### config.mk
export PLATFORM = sky130hd
export DESIGN_NAME = clk_divider_n_flat
export DESIGN_NICKNAME = d
export VERILOG_FILES = /design/src/rtl/clkdiv_pkg.sv /design/src/rtl/clk_divider_n_if.sv /design/src/rtl/clkdiv_phase_ctr.sv /design/src/rtl/clk_divider_n.sv /design/src/flat_wrapper.sv
export SDC_FILE = /design/constraint.sdc
export NUM_CORES = 1
export LEC_CHECK = 0
export ABC_AREA = 1
export CAP_MARGIN = 20
export CORE_AREA = 2 2 110 90
export DETAILED_ROUTE_END_ITERATION = 10
export DIE_AREA = 0 0 112 92
export SLEW_MARGIN = 20
export SYNTH_ARGS = -nofsm -noshare
export SYNTH_HDL_FRONTEND = slang
export SYNTH_SLANG_ARGS = --single-unit
### constraint.sdc
create_clock -name clk -period 3.4 [get_ports clk]
set_input_delay 0.51 -clock clk [delete_from_list [all_inputs] [get_ports clk]]
set_output_delay 0.51 -clock clk [all_outputs]
set_load 0.05 [all_outputs]
### src/rtl/clkdiv_pkg.sv
// Shared constants for the programmable clock divider.
package clkdiv_pkg;
  localparam logic CLKDIV_SQUARE = 1'b0;
  localparam logic CLKDIV_PULSE  = 1'b1;
endpackage

### src/rtl/clk_divider_n_if.sv
// Divisor programming inputs and divided-clock outputs of clk_divider_n.
interface clk_divider_n_if #(parameter int WIDTH = 8);
  logic [WIDTH-1:0] div_in;
  logic             mode_in;
  logic             div_load;
  logic             clk_out;
  logic             tick;
  logic [WIDTH-1:0] phase;
  logic             div_pending;

  modport master (output div_in, mode_in, div_load,
                  input  clk_out, tick, phase, div_pending);
  modport slave  (input  div_in, mode_in, div_load,
                  output clk_out, tick, phase, div_pending);
endinterface

### src/rtl/clkdiv_phase_ctr.sv
// Phase counter holding the active divisor/mode; a staged divisor is taken
// only at a period boundary, and next-state values are exported for decode.
module clkdiv_phase_ctr
  import clkdiv_pkg::*;
#(
  parameter int WIDTH     = 8,
  parameter int RESET_DIV = 3
) (
  input  logic             clk,
  input  logic             reset,
  input  logic             load_i,
  input  logic [WIDTH-1:0] load_div_i,
  input  logic             load_mode_i,
  output logic             boundary_o,
  output logic [WIDTH-1:0] phase_o,
  output logic [WIDTH-1:0] phase_d_o,
  output logic [WIDTH-1:0] div_d_o,
  output logic             mode_d_o
);
  logic [WIDTH-1:0] phase_q, phase_d;
  logic [WIDTH-1:0] div_q, div_d;
  logic             mode_q, mode_d;

  // A zero divisor means stopped: every edge is a boundary so a new load restarts at once.
  always_comb begin
    boundary_o = (div_q == '0) || (phase_q == div_q - WIDTH'(1));
    phase_d    = phase_q + WIDTH'(1);
    div_d      = div_q;
    mode_d     = mode_q;
    if (boundary_o) begin
      phase_d = '0;
      if (load_i) begin
        div_d  = load_div_i;
        mode_d = load_mode_i;
      end
    end
  end

  always_ff @(posedge clk or posedge reset) begin
    if (reset) begin
      phase_q <= WIDTH'(RESET_DIV - 1);
      div_q   <= WIDTH'(RESET_DIV);
      mode_q  <= CLKDIV_SQUARE;
    end else begin
      phase_q <= phase_d;
      div_q   <= div_d;
      mode_q  <= mode_d;
    end
  end

  assign phase_o   = phase_q;
  assign phase_d_o = phase_d;
  assign div_d_o   = div_d;
  assign mode_d_o  = mode_d;
endmodule

### src/rtl/clk_divider_n.sv
// Runtime-programmable integer clock divider: registered square/pulse output,
// one-cycle tick per period, glitch-free divisor changes on period boundaries.
module clk_divider_n
  import clkdiv_pkg::*;
#(
  parameter int WIDTH     = 8,
  parameter int RESET_DIV = 3
) (
  input  logic            clk,
  input  logic            reset,
  clk_divider_n_if.slave  bus
);
  logic [WIDTH-1:0] pend_div_q, pend_div_d;
  logic             pend_mode_q, pend_mode_d;
  logic             pend_q, pend_d;
  logic             clk_out_q, clk_out_d;
  logic             tick_q, tick_d;

  logic             boundary;
  logic [WIDTH-1:0] phase_cur, phase_nxt, div_nxt;
  logic             mode_nxt;
  logic [WIDTH:0]   half_up;

  clkdiv_phase_ctr #(.WIDTH(WIDTH), .RESET_DIV(RESET_DIV)) u_ctr (
    .clk         (clk),
    .reset       (reset),
    .load_i      (pend_q),
    .load_div_i  (pend_div_q),
    .load_mode_i (pend_mode_q),
    .boundary_o  (boundary),
    .phase_o     (phase_cur),
    .phase_d_o   (phase_nxt),
    .div_d_o     (div_nxt),
    .mode_d_o    (mode_nxt)
  );

  // A load on a boundary edge re-arms staging after the old stage is consumed.
  always_comb begin
    pend_d      = pend_q;
    pend_div_d  = pend_div_q;
    pend_mode_d = pend_mode_q;
    if (boundary) pend_d = 1'b0;
    if (bus.div_load) begin
      pend_d      = 1'b1;
      pend_div_d  = bus.div_in;
      pend_mode_d = bus.mode_in;
    end
  end

  // Decode from next-cycle phase/divisor so outputs are plain registers.
  always_comb begin
    half_up   = ({1'b0, div_nxt} + (WIDTH+1)'(1)) >> 1;
    tick_d    = (div_nxt != '0) && (phase_nxt == '0);
    clk_out_d = (mode_nxt == CLKDIV_PULSE) ? tick_d : ({1'b0, phase_nxt} < half_up);
  end

  always_ff @(posedge clk or posedge reset) begin
    if (reset) begin
      pend_div_q  <= '0;
      pend_mode_q <= CLKDIV_SQUARE;
      pend_q      <= 1'b0;
      clk_out_q   <= 1'b0;
      tick_q      <= 1'b0;
    end else begin
      pend_div_q  <= pend_div_d;
      pend_mode_q <= pend_mode_d;
      pend_q      <= pend_d;
      clk_out_q   <= clk_out_d;
      tick_q      <= tick_d;
    end
  end

  assign bus.clk_out     = clk_out_q;
  assign bus.tick        = tick_q;
  assign bus.phase       = phase_cur;
  assign bus.div_pending = pend_q;
endmodule
### src/flat_wrapper.sv
// flat-port wrapper written by rule: the top's interface ports become plain ports
module clk_divider_n_flat import clkdiv_pkg::*;
#(
  parameter int WIDTH     = 8,
  parameter int RESET_DIV = 3
)
  (clk, reset, bus_div_in, bus_mode_in, bus_div_load, bus_clk_out, bus_tick, bus_phase, bus_div_pending);
  clk_divider_n_if #(.WIDTH(WIDTH)) bus_i ();
  input  logic clk;
  input  logic reset;
  input wire logic [$bits(bus_i.div_in)-1:0] bus_div_in;
  input wire logic [$bits(bus_i.mode_in)-1:0] bus_mode_in;
  input wire logic [$bits(bus_i.div_load)-1:0] bus_div_load;
  output wire logic [$bits(bus_i.clk_out)-1:0] bus_clk_out;
  output wire logic [$bits(bus_i.tick)-1:0] bus_tick;
  output wire logic [$bits(bus_i.phase)-1:0] bus_phase;
  output wire logic [$bits(bus_i.div_pending)-1:0] bus_div_pending;
  assign bus_i.div_in = bus_div_in;
  assign bus_i.mode_in = bus_mode_in;
  assign bus_i.div_load = bus_div_load;
  assign bus_clk_out = bus_i.clk_out;
  assign bus_tick = bus_i.tick;
  assign bus_phase = bus_i.phase;
  assign bus_div_pending = bus_i.div_pending;
  clk_divider_n #(.WIDTH(WIDTH), .RESET_DIV(RESET_DIV)) u_core (.clk(clk), .reset(reset), .bus(bus_i));
endmodule
# Yosys cells after proc, flatten, opt, wreduce, memory -nomap -nowiden
# Index checks and enable logic that the tools add are counted.
# word_totals
word_cells	27
output_inout_bits	11
register_bits	29
input_bits	12
# op_classes
muxes	8
reduce_logical	6
n_eq_ne	1
addsub	3
n_lt_le_gt_ge	1
# ops
op	n
8-bit 2-to-1 mux	3
8-bit zero test	2
8-bit by 1-bit adder with 9-bit output (second input constant)	1
8-bit by 1-bit adder with 8-bit output (second input constant)	1
8-bit == test	1
8-bit less-than comparator	1
8-bit nonzero test	1
8-bit by 1-bit subtractor with 8-bit output (second input constant)	1
1-bit 2-to-1 mux	5
2-bit nonzero test	1
1-bit logical AND	1
1-bit logical OR	1

# Logic depth before layout (Yosys ltp)
# logic_depth
ltp_word	7
depth_mapped	26
mapped_depth_nobuf	26

# Cells and area by module
# A second synthesis with hierarchy kept.
# unflattened
cells_unflattened	264
area_unflattened_um2	1955.6
# modules_own_cells
module	cells_per_inst	seq_area_each_um2	n_inst	area_each_um2
clkdiv_phase_ctr	160	429.2	1	1152.4
clk_divider_n	104	300.3	1	803.3

# Worst setup path before layout
# OpenSTA, ideal clock, no wires.
# synth_timing
kind	flip-flop to flip-flop
startpoint	reg u_core.u_ctr.div_q[0]
endpoint	reg u_core.clk_out_q, in the netlist u_core.bus.clk_out
path_buffers	0
stages_incl_launch_ff	24
period_less_slack_ps	3040
setup_slack_ps	360
arrival_time_ps	2924
setup_ps	116
t_required_ps	3284
path_cell_list	dfstp_2 > inv_1 > ha_1 > inv_1 > nand2_1 > nand3_1 > nand2_1 > nor2_1 > nand2_1 > nor2_4 > nand2_4 > nand2_4 > nand2_1 > o21ai_4 > ha_1 > nand2_1 > nor2_2 > nand4_1 > ha_1 > nand2_1 > o21ai_0 > nor2_1 > nand2_1 > nand2_1
# synth_between
elab_chain_cells	7
word_cells_on_any_way	14
classes_between	2 x add/sub; 1 x order compare; 1 x eq/ne; 5 x mux; 5 x reduce/logical
# synth_rtl
element	line	text
from (decl)	clkdiv_phase_ctr.sv:21	logic [WIDTH-1:0] div_q, div_d;
from (signal assigned)	clkdiv_phase_ctr.sv:42	div_q <= WIDTH'(RESET_DIV);
from (signal assigned)	clkdiv_phase_ctr.sv:46	div_q <= div_d;
8-bit by 1-bit subtractor with 8-bit output	clkdiv_phase_ctr.sv:26	boundary_o = (div_q == '0) || (phase_q == div_q - WIDTH'(1));
8-bit == test	clkdiv_phase_ctr.sv:26	
1-bit logical OR	clkdiv_phase_ctr.sv:26	
8-bit 2-to-1 mux *	clkdiv_phase_ctr.sv:30	if (boundary_o) begin
named net u_core.div_nxt[0]	clk_divider_n.sv:20	logic [WIDTH-1:0] phase_cur, phase_nxt, div_nxt;
8-bit by 1-bit adder with 9-bit output or 8-bit nonzero test (tied branches)	clk_divider_n.sv:52, clk_divider_n.sv:53	
8-bit less-than comparator or 1-bit logical AND (tied branches)	clk_divider_n.sv:54, clk_divider_n.sv:53	
1-bit 2-to-1 mux *	clk_divider_n.sv:54	clk_out_d = (mode_nxt == CLKDIV_PULSE) ? tick_d : ({1'b0, phase_nxt} < half_up);
named net u_core.clk_out_d	clk_divider_n.sv:16	logic clk_out_q, clk_out_d;
to (signal assigned)	clk_divider_n.sv:68	clk_out_q <= clk_out_d;
to (decl)	clk_divider_n.sv:16	
# The timed path passes the listed nets; every way through them passes the cells marked *.
# A chain may end at the register's enable or synchronous reset.

# Worst setup path in the final report
# Ends and elaborated chain as after synthesis.

==> impl_metrics.env <==
export IMPL_clockBufferDepth=2
export IMPL_viasPerCell=4.28
export IMPL_grt_pass1_wl_microns=8940
export IMPL_path_max_fanout=9
export IMPL_netlist_instances=299
export IMPL_dr_pass1_iters=4
export IMPL_synth_seq_cells=29
export IMPL_synth_common_cells="nand2_1 (108), inv_1 (35), nor2_1 (33)"
export IMPL_antenna_found_initial=0
export IMPL_finalHoldViolCount=0
export IMPL_die_h_microns=92
export IMPL_placedCellCount=440
export IMPL_synth_cell_area_sq_um=2080
export IMPL_r2r_slack_ns=0.21
export IMPL_synth_main_ff_cell="dfrtp_1"
export IMPL_regArea_sq_um=729
export IMPL_drtIter0Drc=141
export IMPL_arrival_ns=3.35
export IMPL_dr_wl_met2_microns=2260
export IMPL_hold_class="reg2reg"
export IMPL_io_buffers=22
export IMPL_post_dp_hpwl_microns=4040
export IMPL_required_ns=3.56
export IMPL_synth_edff_count=0
export IMPL_clk_latency_ns=0.27
export IMPL_leakage_nw=1.37
export IMPL_grt_start_max_net_pins=30
export IMPL_die_area_sq_um=10300
export IMPL_path_class="reg2reg"
export IMPL_fin_skew_ns=0.00379
export IMPL_end_kind="flip-flop"
export IMPL_wire_per_inst_microns=11.6
export IMPL_syn_nets=323
export IMPL_wl_met3_microns=351
export IMPL_clkSinkCount=29
export IMPL_clkSlewWorstSetupHoldPaths_ns=0.05
export IMPL_crit_path_end="u_core.bus.clk_out$_DFF_PP0_"
export IMPL_power_density_nw_per_um2=1010
export IMPL_fillers=1011
export IMPL_drc=0
export IMPL_yosys_top_cells_area="dfrtp_1 (31%), nand2_1 (20%), ha_1 (7.2%), inv_1 (6.3%), nor2_1 (6.0%)"
export IMPL_async_flop_share_pct=100
export IMPL_timing_rr_end="u_core.bus.clk_out$_DFF_PP0_"
export IMPL_cts_hold_buf=0
export IMPL_rr_startpoint="u_core.u_ctr.div_q[0]$_DFF_PP1_"
export IMPL_cp_start_kind="flip-flop"
export IMPL_vias=1941
export IMPL_crit_start="u_core.u_ctr.div_q[0]$_DFF_PP1_"
export IMPL_core_area_sq_um=9370
export IMPL_fmax_mhz=314
export IMPL_cap_violations=0
export IMPL_grt_overflow_total=0
export IMPL_status="finished clean"
export IMPL_setup_slack_ns=0.211
export IMPL_initial_utilization_pct=22.2
export IMPL_r2r_cells=20
export IMPL_max_slew_margin_pct=64.9
export IMPL_yosysMostFrequentCell="nand2_1"
export IMPL_cts_root_buffer="clkbuf_16"
export IMPL_synth_distinct_cells=24
export IMPL_fin_crit_sh_pct=93.8
export IMPL_synth_top_cell_by_area="dfrtp_1"
export IMPL_setup_violations=0
export IMPL_nNetsFinal=358
export IMPL_numCtsBuffers=5
export IMPL_grt_pass1_vias=1863
export IMPL_topRoutingLayerUsed="met4"
export IMPL_holdWs_ns=0.471
export IMPL_die_w_microns=112
export IMPL_yosysSeqAreaShare_pct=35.1
export IMPL_htree_levels=2
export IMPL_synth_warnings=0
export IMPL_synth_top_area_share_pct=31.3
export IMPL_route_antenna_remaining_nets=0
export IMPL_multi_input_area_sq_um=1210
export IMPL_syn_to_final_growth_pct=30.1
export IMPL_core_rowCount=32
export IMPL_slew_violations=0
export IMPL_tightestPinTransition_ns=0.527
export IMPL_final_layout_size_suffix_gt1_share_pct=15.5
export IMPL_period_minus_slack_ns=3.19
export IMPL_instances_no_fill=454
export IMPL_antenna_cells=0
export IMPL_place_ws_ns=0.0500
export IMPL_groute_usage_overall_pct=10.8
export IMPL_syn_avg_cell_area_sq_um=6.94
export IMPL_wl_met1_microns=2580
export IMPL_cts_tree="done"
export IMPL_gp_congestion=0.857
export IMPL_ios=23
export IMPL_min_path_cells=2
export IMPL_routed_wirelength_microns=5260
export IMPL_ir_drop_v=0.000359
## state kept, by name (all words and copies together), names as in the netlist
signal	cells
u_core.u_ctr.mode_q	1
u_core.u_ctr.div_q	8
u_core.bus.clk_out	1
u_core.pend_div_q	8
u_core.pend_mode_q	1
u_core.bus.div_pending	1
u_core.u_ctr.phase_o	8
u_core.bus.tick	1
## per-layer routing
layer | GRT usage [%] | vias to the layer above
met4 | 3.66 | 0
met3 | 2.64 | 5
met1 | 15.2 | 883
li1 | - | 995
met5 | 0 | -
met2 | 16.2 | 58
## worst min path at each step
stage | to | slack, ns | start
floorplan | u_core.pend_div_q[7]$_DFFE_PP0P_ | 0.44 | u_core.pend_div_q[7]$_DFFE_PP0P_
global placement | u_core.pend_div_q[3]$_DFFE_PP0P_ | 0.46 | u_core.pend_div_q[3]$_DFFE_PP0P_
detailed placement | u_core.pend_div_q[3]$_DFFE_PP0P_ | 0.46 | u_core.pend_div_q[3]$_DFFE_PP0P_
CTS | u_core.pend_div_q[3]$_DFFE_PP0P_ | 0.47 | u_core.pend_div_q[3]$_DFFE_PP0P_
global route | u_core.pend_div_q[3]$_DFFE_PP0P_ | 0.49 | u_core.pend_div_q[3]$_DFFE_PP0P_
finish | u_core.pend_div_q[0]$_DFFE_PP0P_ | 0.47 | u_core.pend_div_q[0]$_DFFE_PP0P_
## report_power, final
part,internal (mW),switching (mW)
clock network,0.267,0.153
logic,0.615,1.04
registers,0.476,0.178
total,1.36,1.38
## cell type report
cell class / count / area share (%)
repair buffers: 32 / 11.7
multi-input cells: 225 / 44.8
clock inverters: 3 / 0.649
flip-flops and latches: 29 / 27.0
well taps: 119 / 5.51
clock buffers: 5 / 4.63
inverters: 41 / 5.70
## repair_timing
| item | CTS | global route |
|---|---|---|
| setup buffers | 0 | 6 |
| gates resized for setup | 0 | 14 |
| endpoints found under the setup margin | 0 | 1 |
## stage by stage
stage / TNS [ns] / total power, mW / area (sq um) / util, %
2_1_floorplan: 0 / 1.78 / 2080 / -
3_3_place_gp: 0 / 2.18 / 2440 / 26.1
3_5_place_dp: 0 / 2.20 / 2440 / 26.1
4_1_cts: 0 / 2.63 / 2590 / 27.6
5_1_grt: -0.0383 / 3.01 / 2700 / 28.8
6_report: 0 / 2.73 / 2700 / 28.8
## critical path, stage by stage (launching register included)
cell and delay (ns):
dfstp_2 0.54, inv_1 0.09, ha_1 0.32, xnor2_1 0.15, nor2_1 0.05, nand3_1 0.10
nor2_2 0.06, nand2_4 0.13, nand2_8 0.10, buf_12 0.15, o21ai_4 0.18, ha_4 0.18
nand2_1 0.07, nor2_2 0.12, nand4_1 0.16, ha_4 0.32, nand2_1 0.06, o21ai_1 0.13
nor2_1 0.06, nand2_1 0.07, nand2_1 0.04
## cell families (layout without fill, tap and decap cells)
logic type | after synthesis | in the layout | synth area share [%]
XOR/XNOR | 12 | 12 | 5.06
AO/OA/AOI/OAI | 19 | 19 | 5.67
flip-flops | 29 | 29 | 35.1
buffers and inverters | 45 | 81 | 8.92
AND/OR/NAND/NOR | 182 | 182 | 38.0
adder cells (fa/ha/maj) | 12 | 12 | 7.23
## cells in the final DEF (no fill, tap or decap), types with 6 or more instances in the layout
| master | instances |
|---|---|
| nand2_1 | 107 |
| inv_1 | 33 |
| nor2_1 | 32 |
| dfrtp_1 | 26 |
| nand3_1 | 22 |
| clkdlybuf4s50_1 | 22 |
| xor2_1 | 9 |
| ha_1 | 9 |
| buf_4 | 8 |
| o21ai_0 | 7 |
| inv_2 | 7 |
| nor2_2 | 6 |
(Power assumes the default switching activity.)
